**src/rtl/matmul_pe_ctrl.sv**
```systemverilog
// Sequencer for the two-PE complex-MAC datapath: issues operand reads, aligns PE strobes, captures lane results.
// Optional DRAIN watchdog is compiled in when MATMUL_CTRL_TIMEOUT_EN is defined.
module matmul_pe_ctrl #(
    parameter int ADDR_W        = 10,
    parameter int CNT_W         = 10,
    parameter int DRAIN_TIMEOUT = 16
) (
    input  logic                clk,
    input  logic                rst_n,
    input  logic                start,
    input  logic [CNT_W-1:0]    k_len,
    input  logic [ADDR_W-1:0]   base_addr,
    output logic                busy,
    output logic                done,
    output logic                rd_en,
    output logic [ADDR_W-1:0]   rd_addr,
    output logic                pe_en,
    output logic                pe_valid,
    input  logic                pe_valid_out_0,
    input  logic                pe_valid_out_1,
    input  logic signed [63:0]  pe_dout_R_0,
    input  logic signed [63:0]  pe_dout_I_0,
    input  logic signed [63:0]  pe_dout_R_1,
    input  logic signed [63:0]  pe_dout_I_1,
    output logic                res_valid,
    input  logic                res_ready,
    output logic signed [63:0]  res_R_0,
    output logic signed [63:0]  res_I_0,
    output logic signed [63:0]  res_R_1,
    output logic signed [63:0]  res_I_1,
    output logic                timeout_err
);

    typedef enum logic [1:0] {
        S_IDLE,
        S_ISSUE,
        S_DRAIN,
        S_RESULT
    } state_t;

    if (DRAIN_TIMEOUT < 1 || ADDR_W < 1 || CNT_W < 1) begin : g_param_check
        $error("matmul_pe_ctrl: ADDR_W, CNT_W and DRAIN_TIMEOUT must all be >= 1");
    end

    state_t              state;
    state_t              state_n;
    logic [CNT_W-1:0]    k_q;
    logic [CNT_W-1:0]    idx;
    logic [ADDR_W-1:0]   base_q;
    logic                got0;
    logic                got1;
    logic                accept;
    logic                last_issue;
    logic                capture_en;
    logic                both_got;
    logic                timeout_hit;

    assign accept     = (state == S_IDLE) && start && (k_len != '0);
    assign last_issue = (idx == k_q - CNT_W'(1));
    assign capture_en = (state == S_ISSUE) || (state == S_DRAIN);
    // Include this cycle's pulses so a final capture and the exit share one edge.
    assign both_got   = (got0 || pe_valid_out_0) && (got1 || pe_valid_out_1);

    always_comb begin
        state_n   = state;
        busy      = 1'b0;
        rd_en     = 1'b0;
        rd_addr   = '0;
        res_valid = 1'b0;
        case (state)
            S_IDLE: begin
                if (accept) begin
                    state_n = S_ISSUE;
                end
            end
            S_ISSUE: begin
                busy    = 1'b1;
                rd_en   = 1'b1;
                rd_addr = base_q + ADDR_W'(idx);
                if (last_issue) begin
                    state_n = S_DRAIN;
                end
            end
            S_DRAIN: begin
                busy = 1'b1;
                if (both_got || timeout_hit) begin
                    state_n = S_RESULT;
                end
            end
            S_RESULT: begin
                busy      = 1'b1;
                res_valid = 1'b1;
                if (res_ready) begin
                    state_n = S_IDLE;
                end
            end
            default: state_n = S_IDLE;
        endcase
    end

    always_ff @(posedge clk) begin
        if (!rst_n) begin
            state    <= S_IDLE;
            k_q      <= '0;
            base_q   <= '0;
            idx      <= '0;
            got0     <= 1'b0;
            got1     <= 1'b0;
            pe_en    <= 1'b0;
            pe_valid <= 1'b0;
            done     <= 1'b0;
            res_R_0  <= '0;
            res_I_0  <= '0;
            res_R_1  <= '0;
            res_I_1  <= '0;
        end else begin
            state    <= state_n;
            pe_en    <= rd_en;
            pe_valid <= rd_en && last_issue;
            done     <= (state == S_RESULT) && res_ready;
            if (accept) begin
                k_q     <= k_len;
                base_q  <= base_addr;
                idx     <= '0;
                got0    <= 1'b0;
                got1    <= 1'b0;
                res_R_0 <= '0;
                res_I_0 <= '0;
                res_R_1 <= '0;
                res_I_1 <= '0;
            end else begin
                if (state == S_ISSUE && !last_issue) begin
                    idx <= idx + CNT_W'(1);
                end
                if (capture_en && pe_valid_out_0) begin
                    res_R_0 <= pe_dout_R_0;
                    res_I_0 <= pe_dout_I_0;
                    got0    <= 1'b1;
                end
                if (capture_en && pe_valid_out_1) begin
                    res_R_1 <= pe_dout_R_1;
                    res_I_1 <= pe_dout_I_1;
                    got1    <= 1'b1;
                end
            end
        end
    end

`ifdef MATMUL_CTRL_TIMEOUT_EN
    localparam int unsigned TO_W = $clog2(DRAIN_TIMEOUT + 1);

    logic [TO_W-1:0] drain_cnt;

    // Counter reads 0 in the first DRAIN cycle, so the watchdog fires at the end of DRAIN cycle DRAIN_TIMEOUT.
    assign timeout_hit = (state == S_DRAIN) && !both_got &&
                         (drain_cnt == TO_W'(DRAIN_TIMEOUT - 1));

    always_ff @(posedge clk) begin
        if (!rst_n) begin
            drain_cnt   <= '0;
            timeout_err <= 1'b0;
        end else begin
            if (state == S_DRAIN) begin
                drain_cnt <= drain_cnt + TO_W'(1);
            end else begin
                drain_cnt <= '0;
            end
            if (accept) begin
                timeout_err <= 1'b0;
            end else if (timeout_hit) begin
                timeout_err <= 1'b1;
            end
        end
    end
`else
    assign timeout_hit = 1'b0;
    assign timeout_err = 1'b0;
`endif

endmodule

```
**config.mk**
```make
export PLATFORM = sky130hd
export DESIGN_NAME = matmul_pe_ctrl
export DESIGN_NICKNAME = d
export VERILOG_FILES = /design/src/rtl/matmul_pe_ctrl.sv
export SDC_FILE = /design/constraint.sdc
export NUM_CORES = 1
export LEC_CHECK = 0
export CORE_AREA = 2 2 214 216
export DETAILED_ROUTE_END_ITERATION = 10
export DIE_AREA = 0 0 216 218
export GPL_ROUTABILITY_DRIVEN = 1
export GPL_TIMING_DRIVEN = 0
export PLACE_DENSITY = 0.53
export SLEW_MARGIN = 20
export SYNTH_ARGS = -nofsm -noshare
export SYNTH_HDL_FRONTEND = slang
export SYNTH_SLANG_ARGS = --single-unit
export TNS_END_PERCENT = 100
```
**constraint.sdc**
```tcl
create_clock -name clk -period 2.85 [get_ports clk]
set_input_delay 0.4275 -clock clk [delete_from_list [all_inputs] [get_ports clk]]
set_output_delay 0.4275 -clock clk [all_outputs]
set_load 0.05 [all_outputs]
```
## Word-level counts from Yosys, hierarchy flattened

Index checks and enable logic that the tools add are counted.

- Multiplexer cells: 9
- Reductions and logical operators: 17
- Add/sub/neg operators: 3
- Bitwise operators: 1
- Equality and inequality tests: 8

Operators with widths:

| kind | count |
|---|---|
| 10-bit by 1-bit adder with 10-bit output (second input constant) | 1 |
| 10-bit adder | 1 |
| 10-bit equality test | 1 |
| 10-bit two-way mux | 1 |
| 10-bit nonzero test | 1 |
| 10-bit by 1-bit subtractor with 10-bit output (second input constant) | 1 |
| 1-bit logical AND | 8 |
| 2-bit two-way mux | 4 |
| 2-bit != test (second input constant) | 4 |
| 2-bit case mux with 4 select lines | 1 |
| 2-bit equality test (second input constant) | 2 |
| 4-bit AND reduction | 1 |
| 1-bit logical OR | 3 |
| 1-bit two-way mux | 3 |
| 3-bit OR reduction | 1 |
| 2-bit by 1-bit equality test with 1-bit output (second input constant) | 1 |
| 2-bit logical NOT | 1 |
| 2-bit OR reduction | 1 |
| 1-bit logical NOT | 1 |
| 1-bit inverter | 1 |

- Output and inout bits: 273
- Word-level logic and storage cells: 51
- Bits in registers: 293
- Input port bits: 282

## Logic depth before layout (Yosys ltp)

- Word-level depth: 5
- Mapped depth: 12
- Mapped depth without buffers: 9

## Least setup slack after synthesis

OpenSTA, ideal clock, no wires.

- Path type: register to output
- Start point: register idx[0]
- End point: output port rd_addr[8]
- Required time: 2.423 ns
- Arrival: 2.408 ns
- Cell stages (with the launch flop): 10
- Slack: 0.014 ns
- Cell sequence: dfxtp_1 > ha_1 > fa_1 > a21o_1 > a21oi_1 > nor2b_1 > o21a_1 > o41a_1 > xor2_1 > and2_1

- Longest elaborated chain between the ends: 2

Ends and longest elaborated chain:

| element | line | source |
|---|---|---|
| from (decl) | 48 | `logic [CNT_W-1:0] idx;` |
| from (signal assigned) | 133 | `idx <= idx + CNT_W'(1);` |
| 10-bit adder | 79 | `rd_addr = base_q + ADDR_W'(idx);` |
| 10-bit two-way mux | 70 | `case (state)` |
| to (decl) | 16 | `output logic [ADDR_W-1:0] rd_addr,` |

Every way passes these cells.

## Final worst setup path

Ends and elaborated chain as after synthesis.

==> flow_summary.yaml <==
run_status:
  outcome: "finished with violations"
  violations: "setup timing"
power_and_ir_drop:
  swShare_pct: 40.34
  comb_power_share_pct: 39.4
  p_clk_share_pct: 29.9
  p_per_area_mw_per_mm2: 865.0
  pwr-share-seq_pct: 30.7
  power_switching_mw: 6.568
  internal-power_mw: 9.715
  vdd.ir_drop.worst_mv: 0.4907
  p_leak_nw: 6.466
setup_path:
  startpoint: "idx[0]"
  worstSetupPathType: "flop to output port"
  worstPathMaxFanout: 2
  cp.arrival_ns: 2.76
  endpoint_kind: "output port"
  worst_path_max_delay_cell: "dfxtp_4"
  cpPeakStageDelay_ns: 0.37
  r2r_start: "k_q[2]"
  r2r_slack_ns: 0.15
  crit_required_ns: 2.42
  rr_endpoint: "idx[1]"
  r2r_cells: 10
  path_cells: "ha_4 > fa_2 > a21o_1 > a21oi_2 > nor2b_1 > o21a_1 > o41a_1 > xor2_1 > and2_1 > buf_6"
  critPathLaunchType: "flop"
min_path:
  worst_hold_startpoint: "pe_dout_I_1[54]"
  hold_depth: 3
  min_to: "res_I_1[54]"
  min_path_type: "input port to flop"
synthesis:
  synth.area.mux_share_pct: 0.1810
  synth-compound-area-share_pct: 16.03
  synth_top_family_by_area: "simple AND/OR/NAND/NOR gates"
  ys.flop_type: "dfxtp_1"
  synth_xor_area_share_pct: 1.663
  async_reset_ff_share_pct: 0
  yosys.area.top_type: "dfxtp_1"
  yosysSeqAreaShare_pct: 53.03
  syn_avg_cell_area_sq_um: 7.907
  syn_nets: 1698
  synthTopCellsByArea: "dfxtp_1 (53%), nand2_1 (19%), a21oi_1 (12%)"
  synth_cells: 1399
  synth_top_area_share_pct: 53.03
  synth_adder_area_share_pct: 1.991
  synth_area_sq_mm: 0.01106
  yosys_warnings: 0
  synth_edf_count: 0
  ys_ff_latch: 293
  synth_simple_gate_area_share_pct: 23.16
  netlist-cell-type-count: 56
grt:
  grt_max_degree: 14
  antenna_found_initial: 5
  grt.overflow.total: 0
  track_usage_pct: 19.11
  grt_pass1_vias: 11400
  grt_pass1_wl_mm: 69.38
sta:
  fin_skew_ns: 0.01130
  hold_viol_final: 0
  tightest_slew_ns: 0.8109
  post-route-period-util_pct: 112.0
  setup_ws_ns: -0.3417
  rsz0062_at_grt: "yes"
  finalSetupViolCount: 3
  min_period_ns: 3.192
  max_freq_mhz: 313.3
  relSlewSlack_pct: 45.94
  drv_slew: 0
finish:
  final_area_sq_mm: 0.01883
  final_util_pct: 41.93
  synthToLayoutAreaGrowth_pct: 70.18
  post_route_cells_drive_above_1_share_pct: 5.824
  fin_nets: 2300
die:
  io_pins: 555
  core_sq_mm: 0.04489
  die-height_microns: 218
  die_area_sq_mm: 0.04709
  die_x_microns: 216
  rows: 78
  initial_core_util_pct: 24.64
route:
  drtPass1Iterations: 5
  avgViaCountPerCell: 4.403
  wl_met2_mm: 23.43
  via_count: 11570
  post-route-drc-count: 0
  drt_wl_total_mm: 46.65
  drt_iter0_markers: 449
  dr_wl_met3_mm: 4.076
  ant_nets: 0
  wl_met1_mm: 18.17
  wl_per_cell_microns: 17.75
  top_layer_used: "met5"
placement:
  dp_hpwl_mm: 36.56
  gp_congestion: 0.8417
  place_area_sq_mm: 0.01735
  port_buffers: 553
clock_tree:
  cts_root_buf: "clkbuf_16"
  clk-insertion-delay-late_ns: 0.52
  cts_inserted_buffers: 37
  clk_pin_slew_ns: 0.06
  cts_buffer_depth: 3
  cts_htree_levels: 2
  clock_sinks: 293
  cts_tree: "built"
run:
  cap_violations: 0
-- worst max-delay path by stage --
| stage | to | slack, ns |
|---|---|---|
| detailed placement | res_I_1[5] | -0.77 |
| global placement | res_I_1[4] | -0.78 |
| global route | rd_addr[8] | -0.48 |
| CTS | rd_addr[8] | -0.37 |
| floorplan | rd_addr[8] | 0.01 |
| finish | rd_addr[8] | -0.34 |
-- cell usage after synthesis, types with 3 or more instances --
| cell type | n |
|---|---|
| nor3_1 | 6 |
| nand2_1 | 573 |
| nor2b_1 | 5 |
| a21boi_1 | 20 |
| o211ai_1 | 4 |
| ha_1 | 16 |
| or3_1 | 3 |
| or4_1 | 7 |
| a21oi_1 | 265 |
| nor2_1 | 13 |
| xnor2_1 | 16 |
| clkbuf_1 | 92 |
| dfxtp_1 | 293 |
| and2_1 | 14 |
| inv_1 | 8 |
| xor2_1 | 5 |
| o21ai_1 | 5 |
-- per-stage QoR --
stage | hold WS [ns] | setup WS, ns | setup TNS [ns] | cells | total power, mW
after floorplan | 0.4388 | 0.01435 | 0 | 1399 | 9.028
after global placement | 0.4407 | -0.7808 | -163.10 | 2552 | 11.49
after detailed placement | 0.4457 | -0.7708 | -157.78 | 2552 | 11.54
after CTS | 0.4040 | -0.3714 | -0.6515 | 2622 | 16.54
after global routing | 0.4280 | -0.4764 | -1.125 | 2626 | 17.21
final | 0.4452 | -0.3417 | -0.6468 | 2628 | 16.28
-- layout make-up --
type | count | area (sq um)
antenna | 2 | 5.005
clock inverter | 15 | 234.0
clock buffer | 49 | 1011
inverter | 9 | 33.78
fill | 4589 | 26070
tap | 600 | 750.7
multi-input combinational | 999 | 4892
buffer | 98 | 411.6
sequential | 293 | 5886
timing repair buffer | 563 | 5602
-- sequential cells by signal, summed over array words and instances (netlist names), 2 cells and up --
| name | count |
|---|---|
| res_R_1 | 64 |
| res_I_1 | 64 |
| res_I_0 | 64 |
| res_R_0 | 64 |
| base_q | 10 |
| state | 2 |
| idx | 10 |
| k_q | 10 |
-- cell usage in the layout (no fill, tap or decap), types with 6 or more instances in the layout --
cell and count:
bufinv_16 6, inv_1 7, clkdlybuf4s50_1 543, buf_6 7
nor2_1 12, nor3_1 6, a21oi_1 263, clkbuf_2 8
buf_4 11, nand2_1 573, ha_1 11, clkbuf_16 37
a21boi_1 20, clkinv_2 7, dfxtp_1 287, clkbuf_1 94
xnor2_1 14, or4_1 7, and2_1 14
-- critical path, delay by kind of cell (launching register included) --
family	cells	cell delay (ns)
AO/OA/AOI/OAI	4	0.84
buffers and inverters	1	0.15
adder cells (fa/ha/maj)	2	0.50
AND/OR/NAND/NOR	2	0.22
flip-flops	1	0.37
XOR/XNOR	1	0.15
-- power groups by stage --
| stage | Clock (mW) | Combinational (mW) | Sequential (mW) |
|---|---|---|---|
| detailed placement | 0 | 6.46 | 5.09 |
| global placement | 0 | 6.43 | 5.06 |
| finish | 4.86 | 6.42 | 5.00 |
| global route | 5.21 | 6.93 | 5.07 |
| floorplan | 0 | 2.33 | 6.70 |
| CTS | 5.03 | 6.50 | 5.01 |
-- per-layer routing --
metal | vias up | global-route usage (%)
met3 | 57 | 6.764
met5 | - | 0
met2 | 404 | 34.44
li1 | 5780 | -
met4 | 6 | 5.137
met1 | 5324 | 21.26
-- cells by family after synthesis --
logic type | Yosys count
AO/OA/AOI/OAI | 318
XOR/XNOR | 21
adder cells (fa/ha/maj) | 17
buffers and inverters | 107
flip-flops | 293
multiplexers | 2
other | 1
AND/OR/NAND/NOR | 640
-- repair_timing --
| action | 4_1_cts | 5_1_grt |
|---|---|---|
| endpoints found under the setup margin | 198 | 89 |
| buffers inserted | 6 | 4 |
| gates resized for setup | 63 | 28 |
| pin swaps | 9 | 7 |
| hold buffers | 0 | 0 |
Note: power is estimated with default switching activity, not from simulation.
